--- src/rtl/force_release_ctrl.sv ---
// Command-driven per-bit force/release controller: drives the force mask/value
// pair and the overridden data vector, with timed PULSE forces.
module force_release_ctrl #(
  parameter int WIDTH = 8,
  parameter int IDX_W = 3,
  parameter int CNT_W = 8
) (
  input  logic             clk,
  input  logic             rst,
  input  logic             cmd_valid,
  output logic             cmd_ready,
  input  logic [1:0]       cmd_op,
  input  logic [IDX_W-1:0] cmd_idx,
  input  logic             cmd_val,
  input  logic [CNT_W-1:0] cmd_len,
  input  logic [WIDTH-1:0] i_data,
  output logic [WIDTH-1:0] o_data,
  output logic [WIDTH-1:0] force_mask,
  output logic [WIDTH-1:0] force_val,
  output logic             busy,
  output logic             done,
  output logic             err
);

  typedef enum logic [1:0] {IDLE, APPLY, HOLD} state_t;
  typedef enum logic [1:0] {
    OP_FORCE       = 2'b00,
    OP_RELEASE     = 2'b01,
    OP_PULSE       = 2'b10,
    OP_RELEASE_ALL = 2'b11
  } op_t;

  localparam int unsigned WIDTH_U = WIDTH;

  state_t           state, state_next;
  op_t              op_q;
  logic [IDX_W-1:0] idx_q;
  logic             val_q;
  logic [CNT_W-1:0] len_q;
  logic [CNT_W-1:0] cnt;
  logic [WIDTH-1:0] mask_q;
  logic [WIDTH-1:0] val_r;
  logic             done_q;
  logic             err_q;

  logic             accept;
  logic             idx_bad;
  logic             hold_last;
  logic [WIDTH-1:0] sel;
  logic [CNT_W-1:0] cnt_init;

  // One-hot select keeps the per-bit update free of out-of-range indexing;
  // an index beyond WIDTH shifts the bit out and is rejected by idx_bad anyway.
  assign sel       = WIDTH'(1) << idx_q;
  assign idx_bad   = (op_q != OP_RELEASE_ALL) && (32'(idx_q) >= WIDTH_U);
  assign cnt_init  = (len_q == '0) ? CNT_W'(1) : len_q;
  assign hold_last = (cnt <= CNT_W'(1));
  assign accept    = cmd_valid && cmd_ready;

  always_ff @(posedge clk or posedge rst) begin
    if (rst) begin
      state <= IDLE;
    end else begin
      state <= state_next;
    end
  end

  always_comb begin
    state_next = state;
    case (state)
      IDLE:    if (accept) state_next = APPLY;
      APPLY:   state_next = (op_q == OP_PULSE && !idx_bad) ? HOLD : IDLE;
      HOLD:    if (hold_last) state_next = IDLE;
      default: state_next = IDLE;
    endcase
  end

  always_comb begin
    cmd_ready  = (state == IDLE) && !rst;
    busy       = (state != IDLE);
    done       = done_q;
    err        = err_q;
    force_mask = mask_q;
    force_val  = val_r;
    o_data     = (i_data & ~mask_q) | (val_r & mask_q);
  end

  always_ff @(posedge clk or posedge rst) begin
    if (rst) begin
      op_q   <= OP_FORCE;
      idx_q  <= '0;
      val_q  <= 1'b0;
      len_q  <= '0;
      cnt    <= '0;
      mask_q <= '0;
      val_r  <= '0;
      done_q <= 1'b0;
      err_q  <= 1'b0;
    end else begin
      done_q <= 1'b0;
      err_q  <= 1'b0;
      case (state)
        IDLE: begin
          if (accept) begin
            op_q  <= op_t'(cmd_op);
            idx_q <= cmd_idx;
            val_q <= cmd_val;
            len_q <= cmd_len;
          end
        end
        APPLY: begin
          if (idx_bad) begin
            err_q <= 1'b1;
          end else begin
            case (op_q)
              OP_FORCE: begin
                mask_q <= mask_q | sel;
                val_r  <= val_q ? (val_r | sel) : (val_r & ~sel);
                done_q <= 1'b1;
              end
              OP_RELEASE: begin
                mask_q <= mask_q & ~sel;
                done_q <= 1'b1;
              end
              OP_PULSE: begin
                mask_q <= mask_q | sel;
                val_r  <= val_q ? (val_r | sel) : (val_r & ~sel);
                cnt    <= cnt_init;
              end
              OP_RELEASE_ALL: begin
                mask_q <= '0;
                done_q <= 1'b1;
              end
              default: ;
            endcase
          end
        end
        HOLD: begin
          cnt <= cnt - CNT_W'(1);
          if (hold_last) begin
            mask_q <= mask_q & ~sel;
            done_q <= 1'b1;
          end
        end
        default: ;
      endcase
    end
  end

endmodule

--- config.mk ---
export PLATFORM = sky130hd
export DESIGN_NAME = force_release_ctrl
export DESIGN_NICKNAME = d
export VERILOG_FILES = /design/src/rtl/force_release_ctrl.sv
export SDC_FILE = /design/constraint.sdc
export NUM_CORES = 1
export LEC_CHECK = 0
export CAP_MARGIN = 20
export CORE_MARGIN = 1.5
export CORE_UTILIZATION = 30
export DETAILED_ROUTE_END_ITERATION = 7
export GPL_TIMING_DRIVEN = 0
export PLACE_DENSITY = 0.61
export SLEW_MARGIN = 20
export SYNTH_ARGS = -nofsm -noshare
export SYNTH_HDL_FRONTEND = slang
export SYNTH_SLANG_ARGS = --single-unit
--- constraint.sdc ---
create_clock -name clk -period 2.1 [get_ports clk]
set_clock_uncertainty 0.05 [all_clocks]
set_input_delay 0.63 -clock clk [delete_from_list [all_inputs] [get_ports clk]]
set_output_delay 0.63 -clock clk [all_outputs]
set_load 0.005 [all_outputs]
==> results of run 1 <==
## through the flow
step           TNS [ns]  power (mW)   util  hold slack, ns  std cells
6_report        -0.0258        4.24  0.432           0.468        361
5_1_grt         -0.0953        4.61  0.432           0.503        361
4_1_cts         -0.0611        4.16  0.421           0.476        360
3_5_place_dp      -8.75        3.61  0.407           0.456        349
3_3_place_gp      -8.43        3.56  0.407           0.442        349
2_1_floorplan         0        2.75      -           0.430        202
## layout by cell type (no fill, tap or decap), types with 8 or more instances in the layout
master           synthesis  routed
clkdlybuf4s50_1          0      34
nor2_1                  11      10
nand2_1                 13      13
o31ai_1                  8       8
a21oi_1                 12      11
dfrtp_1                 41      41
o21ai_0                  8       8
mux2_2                  30      26
## worst reg2reg max path, cell delays in order, from the launching register on
cell and delay, ns:
dfrtp_1 0.42, or4_4 0.53, o41a_1 0.33, buf_6 0.15, or2_4 0.24, mux2_4 0.29
## final cells by class
class	instances	share of cell area
multi-input cells	142	0.371
flip-flops and latches	41	0.346
repair buffers	55	0.180
well taps	96	0.0405
clock buffers	5	0.0232
plain buffers	9	0.0156
inverters	8	0.0114
clock inverters	3	0.00844
repair inverters	2	0.00422
## power by group
part,total (mW),internal [mW],switching [mW]
clock network,0.540,0.240,0.300
registers,1.53,1.17,0.355
logic,2.17,1.17,0.999
total,4.24,2.59,1.65
## kinds of logic after synthesis
logic type / count (synthesis) / share of synthesized area
flip-flops: 41 / 0.475
AND/OR/NAND/NOR: 51 / 0.122
buffers and inverters: 19 / 0.0382
multiplexers: 33 / 0.172
AO/OA/AOI/OAI: 51 / 0.157
other: 1 / 0.00173
adder cells (fa/ha/maj): 6 / 0.0347
## metal layers
metal / wire length, µm / part of all wire
met3: 173 / 0.033
met2: 2360 / 0.45
met5: 0 / 0
met1: 2610 / 0.50
met4: 74 / 0.014
## cell usage after synthesis (5+ instances only)
master,instances,area share
a21oi_1,12,0.028
clkbuf_1,8,0.014
dfrtp_1,41,0.47
ha_1,6,0.035
inv_1,8,0.014
mux2_2,30,0.16
nand2_1,13,0.023
nand2b_1,5,0.014
nor2_1,11,0.019
nor3_1,6,0.014
o21a_1,6,0.021
o21ai_0,8,0.019
o31ai_1,8,0.028
## worst paths after layout
path	slack (ns)	depth (start not counted)	end
min reg2reg	0.47	1	len_q[0]
max	-0.03	5	state[0]
max reg2reg	-0.03	5	state[0]
min	0.47	1	len_q[0]
max in group asynchronous	1.10	2	force_mask[6]
min in group asynchronous	0.53	2	len_q[6]
## what timing repair did
item,4_1_cts,5_1_grt
pin swaps,0,2
buffers inserted,2,2
resized for setup,45,16
cloned,1,1
hold buffers,0,0
endpoints found under the setup margin,32,28
==> flow_summary.ini, run 1 <==
[global_route]
grtUsageMet3 = 0.0226
antenna_found_initial = 0
grt_pass1_wl_mm = 8.48
overflow = 0
grt.met1_usage = 0.211
busiest_layer = met2
grt_use_met2 = 0.213
grt_usage = 0.142
grt_pass1_vias = 1673
grt_max_degree = 22

[critical_path]
cpMaxStageDelayCell = or4_4
critPathLaunch = cnt[3]
rr_startpoint = cnt[3]
critPathRequiredTime_ns = 2.23
path_delay_family = simple AND/OR/NAND/NOR gates
critPathBufInv = 1
critPathKind = reg -> reg
cp-start-kind = register
max_stage_delay_ns = 0.53
path_cells = or4_4, o41a_1, buf_6, or2_4, mux2_4
crit_fanout = 9
crit_arrival_ns = 2.26
cp-end-kind = register

[synth]
synth_flop_cell = dfrtp_1
synth_edf_count = 0
yosysSeqAreaShare = 0.475
syn_avg_cell_area_um2 = 10.7
syn_inst = 202
ys_types = 41
ys_ff_latch = 41
syn-cell-area_mm2 = 0.00216
synth.yosys.warnings = 0
syn_nets = 233
synth-async-reset-ratio = 1.00

[timing]
period_needed_ns = 2.13
finalWorstSetupSlack_ns = -0.0258
fin_crit_sh = 1.01
fmax_mhz = 470
rsz0062_at_grt = true
slew_headroom = 0.555
hold_viol = 0
finalSetupViolCount = 1
slew_viol_final = 0
tightest_slew_ns = 0.667

[min_path]
hold_class = reg -> reg
worstHoldStart = len_q[0]

[finish]
drive_gt1_frac = 0.260
syn2layout_area_growth_pct = 37.2
multiInputGateArea_mm2 = 0.00110
nNetsFinal = 295
seq_area_mm2 = 0.00103
insertedDiodeCount = 0
fin_area_mm2 = 0.00297
nFillCells = 688

[flow_run]
max_cap_viol_count = 0

[floorplan]
die_h_um = 87.9
num_io_pins = 53
row_count = 30
die_area_mm2 = 0.00773
core_mm2 = 0.00687
initial_core_util = 0.315
die-width_um = 87.9

[route]
drcViolationCount = 0
first_pass_iters = 4
final_antenna_net_count = 0
routed-via-count = 1772
routedWlPerCell_um = 14.4
wl_mm = 5.21
drtIter0Drc = 99
routed_via_density = 4.91

[power_and_ir_drop]
p_leak_nw = 1.24
power_density_mw_per_mm2 = 1430
ir_drop_v = 0.000584

[status]
status = complete, but fails checks
violations = setup timing

[clock_tree]
cts-buffers-inserted = 5
cts_buffer_depth = 2
path_clk_slew_ns = 0.08
cts_htree_levels = 2
cts.sink_count = 41
root_buffer = clkbuf_8
cts_tree = built
clock_latency_ns = 0.30

[placement]
gp_congestion = 0.773
postPlaceCellArea_mm2 = 0.00280
dp_slack_ns = -0.929
hpwlAfterDp_mm = 3.65
portBuffers = 51
Note: power is estimated with default switching activity, not from simulation.
==> run 2: changes to the inputs <==
Settings changed: CAP_MARGIN 20 to unset.
==> results of run 2 <==
Same layout as run 1: the final DEF is identical, and so are final timing and power.
